## src/rtl/muldiv_pkg.sv

```systemverilog
// Shared definitions for the multiply/divide sequencer: op encodings,
// FSM state type and the default datapath width.
package muldiv_pkg;

  localparam int WIDTH_DEFAULT = 32;

  localparam logic [2:0] OP_MULT  = 3'd0;
  localparam logic [2:0] OP_MULTU = 3'd1;
  localparam logic [2:0] OP_DIV   = 3'd2;
  localparam logic [2:0] OP_DIVU  = 3'd3;
  localparam logic [2:0] OP_MTHI  = 3'd4;
  localparam logic [2:0] OP_MTLO  = 3'd5;

  typedef enum logic {
    ST_IDLE = 1'b0,
    ST_BUSY = 1'b1
  } state_t;

endpackage

```

## src/rtl/muldiv_sequencer_if.sv

```systemverilog
// EX-stage <-> mul/div unit signal bundle; master is the pipeline side,
// slave is the sequencer.
interface muldiv_sequencer_if
  import muldiv_pkg::*;
#(
  parameter int WIDTH = WIDTH_DEFAULT
);

  logic             start;
  logic [2:0]       op;
  logic [WIDTH-1:0] rs_val;
  logic [WIDTH-1:0] rt_val;
  logic             rd_req;
  logic             flush;
  logic             busy;
  logic             done;
  logic             stall;
  logic [WIDTH-1:0] hi;
  logic [WIDTH-1:0] lo;

  modport master (
    output start, op, rs_val, rt_val, rd_req, flush,
    input  busy, done, stall, hi, lo
  );

  modport slave (
    input  start, op, rs_val, rt_val, rd_req, flush,
    output busy, done, stall, hi, lo
  );

endinterface

```

## src/rtl/muldiv_iter.sv

```systemverilog
// One combinational step of the unsigned shift-add multiply or the
// restoring divide, operating on the {acc,low} register pair.
module muldiv_iter
  import muldiv_pkg::*;
#(
  parameter int WIDTH = WIDTH_DEFAULT
) (
  input  logic             is_div,
  input  logic [WIDTH-1:0] acc,
  input  logic [WIDTH-1:0] low,
  input  logic [WIDTH-1:0] operand,
  output logic [WIDTH-1:0] acc_next,
  output logic [WIDTH-1:0] low_next
);

  logic [WIDTH:0]   sum;
  logic [WIDTH:0]   shifted;
  logic [WIDTH+1:0] diff;

  // Multiply consumes the multiplier LSB-first from low; divide shifts the
  // dividend MSB-first out of low into acc and shifts quotient bits back in.
  always_comb begin
    sum      = {1'b0, acc} + (low[0] ? {1'b0, operand} : '0);
    shifted  = {acc, low[WIDTH-1]};
    diff     = {1'b0, shifted} - {2'b00, operand};
    acc_next = sum[WIDTH:1];
    low_next = {sum[0], low[WIDTH-1:1]};
    if (is_div) begin
      if (diff[WIDTH+1:WIDTH] == 2'b00) begin
        acc_next = diff[WIDTH-1:0];
        low_next = {low[WIDTH-2:0], 1'b1};
      end else begin
        acc_next = shifted[WIDTH-1:0];
        low_next = {low[WIDTH-2:0], 1'b0};
      end
    end
  end

endmodule

```

## src/rtl/muldiv_sequencer.sv

```systemverilog
// Multi-cycle MULT/MULTU/DIV/DIVU unit owning the HI/LO pair; also
// services MTHI/MTLO and stalls EX while a sequence is in flight.
module muldiv_sequencer
  import muldiv_pkg::*;
#(
  parameter int WIDTH = WIDTH_DEFAULT
) (
  input  logic            clk,
  input  logic            rst_n,
  muldiv_sequencer_if.slave bus
);

  localparam int               CNT_W = $clog2(WIDTH);
  localparam logic [CNT_W-1:0] LAST  = CNT_W'(WIDTH - 1);

  state_t           state;
  state_t           state_next;
  logic [CNT_W-1:0] cnt;
  logic [WIDTH-1:0] acc;
  logic [WIDTH-1:0] low;
  logic [WIDTH-1:0] operand;
  logic [WIDTH-1:0] rs_hold;
  logic [WIDTH-1:0] hi_q;
  logic [WIDTH-1:0] lo_q;
  logic             sign_a;
  logic             sign_b;
  logic             is_div;
  logic             div_zero;
  logic             done_q;

  logic             accept;
  logic             is_muldiv;
  logic             signed_op;
  logic             last_iter;
  logic [WIDTH-1:0] mag_rs;
  logic [WIDTH-1:0] mag_rt;
  logic [WIDTH-1:0] acc_next;
  logic [WIDTH-1:0] low_next;
  logic [2*WIDTH-1:0] prod;
  logic [2*WIDTH-1:0] prod_fix;
  logic [WIDTH-1:0] hi_res;
  logic [WIDTH-1:0] lo_res;

  muldiv_iter #(.WIDTH(WIDTH)) u_iter (
    .is_div   (is_div),
    .acc      (acc),
    .low      (low),
    .operand  (operand),
    .acc_next (acc_next),
    .low_next (low_next)
  );

  assign accept    = bus.start & ~bus.flush;
  assign is_muldiv = (bus.op <= OP_DIVU);
  assign signed_op = (bus.op == OP_MULT) || (bus.op == OP_DIV);
  assign mag_rs    = (signed_op & bus.rs_val[WIDTH-1]) ? -bus.rs_val : bus.rs_val;
  assign mag_rt    = (signed_op & bus.rt_val[WIDTH-1]) ? -bus.rt_val : bus.rt_val;
  assign last_iter = (cnt == LAST);

  always_ff @(posedge clk or negedge rst_n) begin
    if (!rst_n) state <= ST_IDLE;
    else        state <= state_next;
  end

  always_comb begin
    state_next = state;
    case (state)
      ST_IDLE: if (accept && is_muldiv) state_next = ST_BUSY;
      ST_BUSY: if (bus.flush || last_iter) state_next = ST_IDLE;
      default: state_next = ST_IDLE;
    endcase
  end

  always_comb begin
    bus.busy  = (state == ST_BUSY);
    bus.stall = (state == ST_BUSY) & (bus.start | bus.rd_req);
  end

  assign bus.done = done_q;
  assign bus.hi   = hi_q;
  assign bus.lo   = lo_q;

  // Sign fix-up of the final iteration; a zero divisor bypasses it so HI
  // returns the dividend exactly as it was issued.
  always_comb begin
    prod     = {acc_next, low_next};
    prod_fix = (sign_a ^ sign_b) ? -prod : prod;
    hi_res   = prod_fix[2*WIDTH-1:WIDTH];
    lo_res   = prod_fix[WIDTH-1:0];
    if (div_zero) begin
      hi_res = rs_hold;
      lo_res = '1;
    end else if (is_div) begin
      hi_res = sign_a ? -acc_next : acc_next;
      lo_res = (sign_a ^ sign_b) ? -low_next : low_next;
    end
  end

  always_ff @(posedge clk or negedge rst_n) begin
    if (!rst_n) begin
      cnt      <= '0;
      acc      <= '0;
      low      <= '0;
      operand  <= '0;
      rs_hold  <= '0;
      hi_q     <= '0;
      lo_q     <= '0;
      sign_a   <= 1'b0;
      sign_b   <= 1'b0;
      is_div   <= 1'b0;
      div_zero <= 1'b0;
      done_q   <= 1'b0;
    end else begin
      done_q <= 1'b0;
      if (state == ST_IDLE) begin
        if (accept) begin
          case (bus.op)
            OP_MULT, OP_MULTU, OP_DIV, OP_DIVU: begin
              cnt      <= '0;
              acc      <= '0;
              low      <= mag_rs;
              operand  <= mag_rt;
              rs_hold  <= bus.rs_val;
              sign_a   <= signed_op & bus.rs_val[WIDTH-1];
              sign_b   <= signed_op & bus.rt_val[WIDTH-1];
              is_div   <= bus.op[1];
              div_zero <= bus.op[1] & (bus.rt_val == '0);
            end
            OP_MTHI: hi_q <= bus.rs_val;
            OP_MTLO: lo_q <= bus.rs_val;
            default: ;
          endcase
        end
      end else if (!bus.flush) begin
        acc <= acc_next;
        low <= low_next;
        cnt <= cnt + CNT_W'(1);
        if (last_iter) begin
          hi_q   <= hi_res;
          lo_q   <= lo_res;
          done_q <= 1'b1;
        end
      end
    end
  end

endmodule

```

## src/flat_wrapper.sv

```systemverilog
// flat-port wrapper written by rule: the top's interface ports become plain ports
module muldiv_sequencer_flat import muldiv_pkg::*;
#(
  parameter int WIDTH = WIDTH_DEFAULT
)
  (clk, rst_n, bus_start, bus_op, bus_rs_val, bus_rt_val, bus_rd_req, bus_flush, bus_busy, bus_done, bus_stall, bus_hi, bus_lo);
  muldiv_sequencer_if #(.WIDTH(WIDTH)) bus_i ();
  input  logic clk;
  input  logic rst_n;
  input wire logic [$bits(bus_i.start)-1:0] bus_start;
  input wire logic [$bits(bus_i.op)-1:0] bus_op;
  input wire logic [$bits(bus_i.rs_val)-1:0] bus_rs_val;
  input wire logic [$bits(bus_i.rt_val)-1:0] bus_rt_val;
  input wire logic [$bits(bus_i.rd_req)-1:0] bus_rd_req;
  input wire logic [$bits(bus_i.flush)-1:0] bus_flush;
  output wire logic [$bits(bus_i.busy)-1:0] bus_busy;
  output wire logic [$bits(bus_i.done)-1:0] bus_done;
  output wire logic [$bits(bus_i.stall)-1:0] bus_stall;
  output wire logic [$bits(bus_i.hi)-1:0] bus_hi;
  output wire logic [$bits(bus_i.lo)-1:0] bus_lo;
  assign bus_i.start = bus_start;
  assign bus_i.op = bus_op;
  assign bus_i.rs_val = bus_rs_val;
  assign bus_i.rt_val = bus_rt_val;
  assign bus_i.rd_req = bus_rd_req;
  assign bus_i.flush = bus_flush;
  assign bus_busy = bus_i.busy;
  assign bus_done = bus_i.done;
  assign bus_stall = bus_i.stall;
  assign bus_hi = bus_i.hi;
  assign bus_lo = bus_i.lo;
  muldiv_sequencer #(.WIDTH(WIDTH)) u_core (.clk(clk), .rst_n(rst_n), .bus(bus_i));
endmodule
```

## config.mk

```make
export PLATFORM = sky130hd
export DESIGN_NAME = muldiv_sequencer_flat
export DESIGN_NICKNAME = d
export VERILOG_FILES = /design/src/rtl/muldiv_pkg.sv /design/src/rtl/muldiv_sequencer_if.sv /design/src/rtl/muldiv_iter.sv /design/src/rtl/muldiv_sequencer.sv /design/src/flat_wrapper.sv
export SDC_FILE = /design/constraint.sdc
export NUM_CORES = 1
export LEC_CHECK = 0
export ABC_AREA = 1
export BUFFER_PORTS_ARGS = -buffer_cell sky130_fd_sc_hd__buf_2
export CORE_ASPECT_RATIO = 1.2
export CORE_MARGIN = 1.5
export CORE_UTILIZATION = 40
export DETAILED_ROUTE_END_ITERATION = 8
export PLACE_DENSITY = 0.58
export SETUP_SLACK_MARGIN = 0.05
export SLEW_MARGIN = 0
export SYNTH_ARGS = -nofsm -noshare
export SYNTH_HDL_FRONTEND = slang
export SYNTH_SLANG_ARGS = --single-unit
```

## constraint.sdc

```tcl
create_clock -name clk -period 6.72 [get_ports clk]
set_clock_uncertainty 0.2 [all_clocks]
set_input_delay 0.672 -clock clk [delete_from_list [all_inputs] [get_ports clk]]
set_output_delay 0.672 -clock clk [all_outputs]
set_load 0.01 [all_outputs]
```

; ---- After elaboration in Yosys (flattened, before gate mapping)
; Cells that the tools add are included.
[op_classes]
order_cmp = 1
eq_ne = 8
bitwise_logic = 9
addsub = 8
muxes = 42
reduce_logical = 15
[ops]
columns = op, n
row1 = $mux W32, 30
row2 = $neg A32 Y32, 4
row3 = $mux W64, 1
row4 = $neg A64 Y64, 1
row5 = $sub A33 B32 Y34, 1
row6 = $add A32 B33 Y33, 1
row7 = $logic_not A32 Y1, 1
row8 = $mux W5, 4
row9 = $reduce_and A4 Y1, 2
row10 = $reduce_bool A2 Y1, 4
row11 = $eq A3 B2 Y1 const B, 2
row12 = $eq A3 B3 Y1 const B, 2
row13 = $mux W1, 6
row14 = $reduce_and A3 Y1, 2
row15 = $add A5 B1 Y5 const B, 1
row16 = $and A1 B1 Y1, 5
row17 = $eq A5 B5 Y1 const B, 1
row18 = $ne A2 B2 Y1 const B, 2
row19 = $reduce_or A4 Y1, 1
row20 = $eq A3 B1 Y1 const B, 1
row21 = $le A3 B2 Y1 const B, 1
row22 = $logic_not A3 Y1, 1
row23 = $logic_not A2 Y1, 1
row24 = $logic_or A1 B1 Y1, 2
row25 = 5 further kinds, 6
[totals]
word_cells = 96
output_inout_bits = 67
inputBits = 72
register_bits = 203

; ---- Longest topological paths before layout
; Gate-level depths: netlist of the first run.
[logic_depth]
depth_word = 11
depth_mapped = 38
depth_no_buf = 38

; ---- Cells and area by module
; Synthesis of the first run repeated with hierarchy kept, for this count alone.
[hier_totals]
hier_cells = 3192
area_unflattened_um2 = 18891.9
[by_module_without_submodules]
columns = module, area_each_um2, instances, cells_per_inst, seq_area_each_um2
row1 = muldiv_sequencer, 12753.5, 1, 1913, 5079.9
row2 = muldiv_iter, 6138.4, 1, 1279, 0.0

; ---- Worst setup path before layout of the first run
; No wires, ideal clock.
[synth_path]
path_kind = flip-flop to flip-flop
startpoint = reg u_core.operand[0]
endpoint = reg u_core.hi_q[8], in the netlist u_core.bus.hi[8]
setup_slack_ps = 2354
period_less_slack_ps = 4366
setup_time_ps = 136
n_path_buf = 0
required_time_ps = 6384
stages_incl_launch_ff = 36
arrival_time_ps = 4030
path_cell_list = dfrtp_1 ha_1 fa_1 inv_1 nand2_1 nand2_1 nand3_1 nand2_2 nand2_2 nand2_4 nand2_4 nand3_4 nand2_8 nand3_2 inv_1 a21oi_2 ha_1 inv_1 nor3_2 nand2_1 nor3_2 nand2_1 nor2_4 nand2_2 nor2_1 a21oi_1 inv_2 o21ai_2 inv_1 nand2_1 a21oi_2 inv_1 nand3b_1 nand3_1 a21oi_1 o21ai_0
[synth_via]
elab_chain_len = 11
word_cells_on_any_way = 17
cone_classes = add/sub: 4 / mux: 12 / reduce/logical: 1
[synth_lines]
columns = item, line
row1 = "start, declared", muldiv_sequencer.sv:21  ; logic [WIDTH-1:0] operand;
row2 = "start signal, assigned", muldiv_sequencer.sv:122  ; operand <= mag_rt;
row3 = $sub A33 B32 Y34, muldiv_iter.sv:25  ; diff = {1'b0, shifted} - {2'b00, operand};
row4 = $logic_not A2 Y1, muldiv_iter.sv:29  ; if (diff[WIDTH+1:WIDTH] == 2'b00) begin
row5 = $mux W1 or $mux W32 (tied branches), muldiv_iter.sv:29
row6 = $mux W32, muldiv_iter.sv:28  ; if (is_div) begin
row7 = $neg A64 Y64 or $neg A32 Y32 (tied branches), "muldiv_sequencer.sv:87, muldiv_sequencer.sv:94"
row8 = $mux W64 or $mux W32 (tied branches), "muldiv_sequencer.sv:87, muldiv_sequencer.sv:94"
row9 = $mux W32 *, muldiv_sequencer.sv:93  ; end else if (is_div) begin
row10 = $mux W32 *, muldiv_sequencer.sv:90  ; if (div_zero) begin
row11 = $mux W32 *, muldiv_sequencer.sv:138  ; if (last_iter) begin
row12 = $mux W32 *, muldiv_sequencer.sv:134  ; end else if (!bus.flush) begin
row13 = $mux W32 *, muldiv_sequencer.sv:115  ; if (state == ST_IDLE) begin
row14 = "end signal, assigned", muldiv_sequencer.sv:129  ; OP_MTHI: hi_q <= bus.rs_val;
row15 = "end signal, assigned", muldiv_sequencer.sv:139  ; hi_q <= hi_res;
row16 = "end, declared", muldiv_sequencer.sv:23  ; logic [WIDTH-1:0] hi_q;
; Mark *: on every way between the ends. The rest lies on a longest branch, timed or not. The select of a mux whose other input is x is not followed.
; A chain may end at the register's enable or synchronous reset.

; ---- Worst setup path after layout of the first run
[layout_path]
startpoint = reg u_core.low[31]
endpoint = reg u_core.hi_q[24], in the netlist u_core.bus.hi[24]
[layout_via]
elab_chain_len = 11
word_cells_on_any_way = 15
cone_classes = add/sub: 3 / mux: 11 / reduce/logical: 1
[layout_lines]
columns = item, line
row1 = "start, declared", muldiv_sequencer.sv:20  ; logic [WIDTH-1:0] low;
row2 = "start signal, assigned", muldiv_sequencer.sv:121  ; low <= mag_rs;
row3 = "start signal, assigned", muldiv_sequencer.sv:136  ; low <= low_next;
row4 = $sub A33 B32 Y34, muldiv_iter.sv:25
row5 = $logic_not A2 Y1, muldiv_iter.sv:29
row6 = $mux W1 or $mux W32 (tied branches), muldiv_iter.sv:29
row7 = $mux W32, muldiv_iter.sv:28
row8 = $neg A64 Y64 or $neg A32 Y32 (tied branches), "muldiv_sequencer.sv:87, muldiv_sequencer.sv:94"
row9 = $mux W64 or $mux W32 (tied branches), "muldiv_sequencer.sv:87, muldiv_sequencer.sv:94"
row10 = $mux W32 *, muldiv_sequencer.sv:93
row11 = $mux W32 *, muldiv_sequencer.sv:90
row12 = $mux W32 *, muldiv_sequencer.sv:138
row13 = $mux W32 *, muldiv_sequencer.sv:134
row14 = $mux W32 *, muldiv_sequencer.sv:115
; Marked as above.

==> impl_metrics.toml, run 1 <==
[worst_setup_path]
worst_path_max_delay_cell = "fa_1"
start_kind = "register"
crit_fanout = 28
r2r_end = "u_core.bus.hi[24]$_DFFE_PN0P_"
cp.arrival_ns = 5.99
reg2reg_setup_slack_ns = 0.99
r2r_cells = 36
critPathKind = "reg2reg"
max_stage_delay_ns = 0.42
crit_end = "u_core.bus.hi[24]$_DFFE_PN0P_"
end_kind = "register"
path_common_cell = "nand2_1"
reg2reg_from = "u_core.low[31]$_DFFE_PN0P_"
required_ns = 6.97
startpoint = "u_core.low[31]$_DFFE_PN0P_"

[die]
core_mm2 = 0.04573
die_w_um = 199.2
dieArea_mm2 = 0.04750
std_cell_rows = 86
die_h_um = 238.5
initial_utilization_pct = 40.41
io_pins = 139

[final_layout]
drive_gt1_share_pct = 11.13
final_util_pct = 45.12
syn_to_final_growth_pct = 11.67
nets = 3186
final_cells = 3679
fill_cells = 4886
stdcell_area_mm2 = 0.02064
antennaDiodeCount = 0

[clock_network]
h-tree-depth = 1
clkLatencyLatePin_ns = 0.58
cts-root-buf = "clkbuf_16"
numCtsBuffers = 27
clk_pin_slew_worst_paths_ns = 0.06
clockBufferDepth = 3
cts_sinks = 203
postCtsSetupRepairBufs = 0
cts_tree = "built"
cts_repair_resize_count = 0

[synthesis]
ys_warn_count = 0
yosysMostFrequentCell = "nand2_1"
yosysTopAreaCell = "dfrtp_1"
ys_async_sr_fraction_pct = 100.0
synth_area_per_cell_um2 = 6.253
synth_ff_type = "dfrtp_1"
seq_area_frac_synth_pct = 27.49
synth_area_mm2 = 0.01848
synth-seq-cells = 203
synth_nets = 3099
netlist_instances = 2955
synth_edf_count = 0
synth_common_cells = "nand2_1 (729), nor2_1 (417), inv_1 (407)"
ys_types = 61
synth_area_leaders = "dfrtp_1 (27%), nand2_1 (15%), nor2_1 (8.5%)"
yosysTopAreaCellShare_pct = 27.49

[sta]
fin_setup_tns_ns = 0
slew_headroom_pct = 30.73
max_freq_ghz = 0.1744
fin_crit_ns = 5.734
hold_violations = 0
worst_pin_slew_ns = 1.039
min_period_over_period_pct = 85.33
slew_violations = 0
rsz0062_at_grt = "false"
setup_violations = 0

[place]
dp_hpwl_mm = 62.41
post_dp_cell_area_mm2 = 0.01968
gp_congestion = 1.022
place_inst = 3628
io_buffers = 138

[grt]
grt_max_degree = 105
grt_pass1_wl_mm = 120.9
grt_pass1_vias = 19950
antenna_found_initial = 0
gr-total-overflow = 0
grt_usage_pct = 34.00

[pwr]
max-vdd-ir-drop_v = 0.0002319
internal_power_mw = 4.185
seqPwrFrac_pct = 21.0
p_clk_share_pct = 17.1
p_leak_nw = 10.49
combPwrFrac_pct = 61.9
power_mw = 9.168
p_per_area_mw_per_mm2 = 444.3
switching_power_mw = 4.983
swShare_pct = 54.35

[routing]
drcViolationCount = 0
ant_nets = 0
vias_per_cell = 5.566
wl_per_cell_um = 21.86
first_pass_iters = 6
wl_mm = 80.43
vias = 20480
drtIter0Drc = 1493

[job]
drv_cap = 0

[outcome]
status = "finished, final reports clean"

[hold_path]
hold_class = "in2reg"
-- area by class of cell --
class | count | area (µm²) | share of cell area, %
Clock buffer | 35 | 765.7 | 3.711
Clock inverter | 15 | 181.4 | 0.8792
Inverter | 432 | 1623 | 7.864
Multi-Input combinational cell | 2212 | 11280 | 54.68
Sequential cell | 203 | 5085 | 24.64
Tap cell | 616 | 770.7 | 3.735
Timing Repair Buffer | 166 | 925.9 | 4.487
-- how the worst min path moves through the flow --
stage | cells after the start | startpoint | end
detailed placement | 2 | u_core.rs_hold[5]$_DFFE_PN0P_ | u_core.rs_hold[5]$_DFFE_PN0P_
floorplan | 0 | rst_n | u_core.acc[0]$_DFFE_PN0P_
global placement | 2 | u_core.rs_hold[27]$_DFFE_PN0P_ | u_core.rs_hold[27]$_DFFE_PN0P_
finish | 2 | bus_flush | u_core.bus.done$_DFF_PN0_
global route | 2 | bus_flush | u_core.bus.done$_DFF_PN0_
CTS | 2 | bus_flush | u_core.bus.done$_DFF_PN0_
-- power by group through the flow --
| stage | Sequential, mW | Clock [mW] | Combinational (mW) |
|---|---|---|---|
| finish | 1.93 | 1.56 | 5.68 |
| global route | 1.95 | 1.63 | 6.22 |
| CTS | 1.92 | 1.59 | 5.61 |
| detailed placement | 1.94 | 0 | 5.57 |
| global placement | 1.93 | 0 | 5.58 |
| floorplan | 1.84 | 0 | 3.81 |
-- layer usage --
metal  global-route usage (%)  vias to the layer above  wire length (µm)
met3                    3.816                      234              4642
li1                         -                     9782                 -
met1                    39.06                     9598             30490
met4                    24.06                        0              6473
met2                    58.49                      864             38830
met5                        0                        -                 0
-- flip-flops by register name (all words and copies together) (netlist names) --
register         cells
u_core.acc          32
u_core.bus.hi       32
u_core.bus.lo       32
u_core.low          32
u_core.operand      32
u_core.rs_hold      32
u_core.cnt           5
u_core.bus.busy      1
u_core.bus.done      1
u_core.div_zero      1
u_core.is_div        1
u_core.sign_a        1
u_core.sign_b        1
-- what timing repair did --
item / 4_1_cts / 5_1_grt
hold buffers: 1 / 0
setup endpoints to repair: 0 / 0
hold endpoints to repair: 39 / 0
-- layout by cell type, fill, tap and decap left out, drive strengths merged, types with 26 or more instances in the layout --
master  synthesis  final
nand2         754    754
clkbuf         75     35
nor3           49     49
a31oi          30     30
ha             70     70
o22ai          36     36
xor2           29     29
inv           428    431
dfrtp         203    203
nand4          48     48
nor2          437    437
a21oi         146    146
o21ai         248    248
xnor2          26     26
nand3         202    202
buf            33    165
-- through the flow --
stage	hold WS [ns]	worst slack [ns]
4_1_cts	0.06401	1.127
6_report	0.08432	0.9855
3_5_place_dp	0.2686	1.152
2_1_floorplan	0.1764	2.354
5_1_grt	0.08172	0.6224
3_3_place_gp	0.2649	1.345
-- cells by family after synthesis --
| group | after synthesis | synth area share, % |
|---|---|---|
| AND/OR/NAND/NOR | 1534 | 36.33 |
| AO/OA/AOI/OAI | 551 | 17.15 |
| buffers and inverters | 540 | 11.47 |
| flip-flops | 203 | 27.49 |
| adder cells (fa/ha/maj) | 72 | 4.956 |
| XOR/XNOR | 55 | 2.607 |
-- worst max-delay path: cells and delay by family, from the launching register on --
family / cells / cell delay (ns)
simple gates: 22 / 2.79
fa+ha+maj: 3 / 0.89
compound gates: 5 / 0.80
flops: 1 / 0.34
buf+inv: 6 / 0.58
Note: power is estimated with default switching activity, not from simulation.
==> run 2, diff against run 1 <==
--- a/config.mk
+++ b/config.mk
@@ -5,7 +5,6 @@
 export SDC_FILE = /design/constraint.sdc
 export NUM_CORES = 1
 export LEC_CHECK = 0
-export ABC_AREA = 1
 export BUFFER_PORTS_ARGS = -buffer_cell sky130_fd_sc_hd__buf_2
 export CORE_ASPECT_RATIO = 1.2
 export CORE_MARGIN = 1.5
==> run 2 against run 1 <==
Against the previous run:
- combinational power fell by 9.9%
- via count decreased by 19%
- sequential share of layout area is 2.4 points higher
- cell count decreased by 24%
- global-route usage decreased by 5.0 points
- sequential power hardly changed
- clock power barely moved
- total power down 5.9%
- largest cell class unchanged
==> impl_metrics.toml, run 2 <==
[outcome]
status = "finished, final reports clean"

[die]
std_cell_rows = 81
die_w_um = 189.5
core_mm2 = 0.04094
io_pins = 139
die_h_um = 226.8
initial_utilization_pct = 40.77
dieArea_mm2 = 0.04297

[clock_network]
cts_repair_resize_count = 0
cts-root-buf = "clkbuf_16"
cts_sinks = 203
cts_tree = "built"
clockBufferDepth = 3
clkLatencyLatePin_ns = 0.57
numCtsBuffers = 26
postCtsSetupRepairBufs = 0
clk_pin_slew_worst_paths_ns = 0.06
h-tree-depth = 1
cts_hold_buf = 0

[synthesis]
synth_common_cells = "nand2_1 (389), o21ai_0 (224), dfrtp_1 (203)"
netlist_instances = 2153
synth_nets = 2297
synth_area_per_cell_um2 = 7.753
yosysMostFrequentCell = "nand2_1"
synth_area_mm2 = 0.01669
ys_async_sr_fraction_pct = 100.0
synth_edf_count = 0
ys_warn_count = 0
synth_area_leaders = "dfrtp_1 (30%), nand2_1 (8.7%), o21ai_0 (6.7%)"
yosysTopAreaCell = "dfrtp_1"
ys_types = 91
synth-seq-cells = 203
yosysTopAreaCellShare_pct = 30.43
synth_ff_type = "dfrtp_1"
seq_area_frac_synth_pct = 30.43

[pwr]
switching_power_mw = 4.189
p_per_area_mw_per_mm2 = 458.1
seqPwrFrac_pct = 22.6
p_leak_nw = 8.337
combPwrFrac_pct = 59.4
internal_power_mw = 4.434
max-vdd-ir-drop_v = 0.0002137
swShare_pct = 48.58
p_clk_share_pct = 18.0

[sta]
worst_pin_slew_ns = 1.208
max_freq_ghz = 0.1591
fin_setup_tns_ns = 0
fin_crit_ns = 6.285
rsz0062_at_grt = "false"
slew_violations = 0
slew_headroom_pct = 19.28
hold_violations = 0
min_period_over_period_pct = 93.52
setup_violations = 0

[worst_setup_path]
start_kind = "register"
required_ns = 6.92
critPathKind = "reg2reg"
end_kind = "register"
crit_fanout = 13
cp.arrival_ns = 6.48

[place]
dp_hpwl_mm = 47.12
gp_congestion = 0.9518
io_buffers = 138
post_dp_cell_area_mm2 = 0.01788

[hold_path]
hold_class = "in2async"

[grt]
grt_max_degree = 98
grt_pass1_vias = 16270
gr-total-overflow = 0
grt_usage_pct = 28.98
antenna_found_initial = 0
grt_pass1_wl_mm = 96.08

[routing]
vias = 16610
wl_per_cell_um = 22.34
ant_nets = 0
drcViolationCount = 0
wl_mm = 62.34
drtIter0Drc = 1222
vias_per_cell = 5.953
first_pass_iters = 6

[final_layout]
final_common_cell = "nand2_1"
antennaDiodeCount = 0
mostFrequentLayoutCells = "nand2_1 (388), o21ai_0 (224), dfrtp_1 (201), buf_2 (137), a21oi_1 (132)"
stdcell_area_mm2 = 0.01882
syn_to_final_growth_pct = 12.76
nets = 2376
drive_gt1_share_pct = 12.43

[job]
drv_cap = 0
## run 2: cell count changes after synthesis, sizes merged, moves of 34 or more
| cell | before | now |
|---|---|---|
| nand4 | 48 | 11 |
| nand3 | 202 | 31 |
| xor2 | 29 | 63 |
| nand2 | 754 | 389 |
| xnor2 | 26 | 99 |
| inv | 428 | 61 |
| and2 | 3 | 52 |
| nor2 | 437 | 133 |
| mux2i | 0 | 39 |
## run 2: power by group through the flow
stage / logic [mW] / clock network [mW] / registers, mW
after floorplan: 3.47 / 0 / 1.85
after global placement: 5.05 / 0 / 1.95
after detailed placement: 5.04 / 0 / 1.96
after CTS: 5.07 / 1.58 / 1.94
after global routing: 5.58 / 1.62 / 1.99
final: 5.12 / 1.55 / 1.95
## run 2: worst paths after layout
kind                       slack (ns)  cells after the start                            end                            from
max in group asynchronous        4.92                      2      u_core.is_div$_DFFE_PN0P_                           rst_n
setup / recovery                 0.44                     21  u_core.bus.hi[24]$_DFFE_PN0P_  u_core.operand[18]$_DFFE_PN0P_
min in group clk                 0.17                      3      u_core.is_div$_DFFE_PN0P_                       bus_op[1]
hold reg to reg                  0.27                      2  u_core.bus.lo[11]$_DFFE_PN0P_   u_core.bus.lo[11]$_DFFE_PN0P_
hold / removal                   0.01                      1   u_core.bus.lo[9]$_DFFE_PN0P_                           rst_n
setup reg to reg                 0.44                     21  u_core.bus.hi[24]$_DFFE_PN0P_  u_core.operand[18]$_DFFE_PN0P_
## run 2: routing by layer
layer,track usage [%],up-vias,share of wire (%)
met4,12.21,0,4.3
met5,0,-,0
met3,3.637,123,6.2
li1,-,7884,-
met1,35.74,7999,41
met2,50.75,608,48
## run 2: worst max-delay path, stage by stage, from the launching register on
cell       delay [ns]
dfrtp_1          0.39
inv_1            0.06
ha_1             0.42
a21oi_2          0.26
a2bb2oi_1        0.28
o21ai_1          0.14
a41oi_1          0.49
o211a_2          0.46
nor4_1           0.17
a21oi_1          0.38
ha_1             0.27
o211ai_1         0.15
nor3_1           0.35
and3_1           0.33
and3_1           0.34
and2_1           0.25
a21o_1           0.21
o211a_1          0.22
nand3_1          0.14
o31ai_1          0.27
xnor2_1          0.23
a21oi_1          0.11
## run 2: cells by family (layout without fill, tap and decap cells)
kind of cell	count (synthesis)	in the layout	share of synthesized area [%]
xor gates and xnor gates	162	162	8.500
and+or+nand+nor	828	828	23.30
adders and majority gates	72	72	5.487
muxes	44	44	2.676
DFF	203	203	30.43
AOI/OAI and AO/OA	656	656	25.09
buffers and inverters	188	287	4.520
## run 2: final cells by class
cell class                      instances  area (µm²)
Sequential cell                       203        5087
Timing Repair Buffer                  178       999.7
Clock buffer                           41       798.3
Fill cell                            4199       22120
Clock inverter                          7       141.4
Multi-Input combinational cell       1762       10890
Inverter                               61       229.0
Tap cell                              539       674.4
## run 2: stage by stage
stage          utilization [%]  setup slack, ns  total power, mW  hold slack, ns  std cells
3_5_place_dp             43.67           0.5781            7.002          0.2615       2743
5_1_grt                  45.97           0.1191            9.201         0.07730       2791
2_1_floorplan                -            1.895            5.323          0.1764       2153
6_report                 45.97           0.4352            8.623         0.01056       2791
4_1_cts                  45.97           0.5469            8.589         0.03625       2791
3_3_place_gp             43.67           0.7110            6.997          0.2552       2743
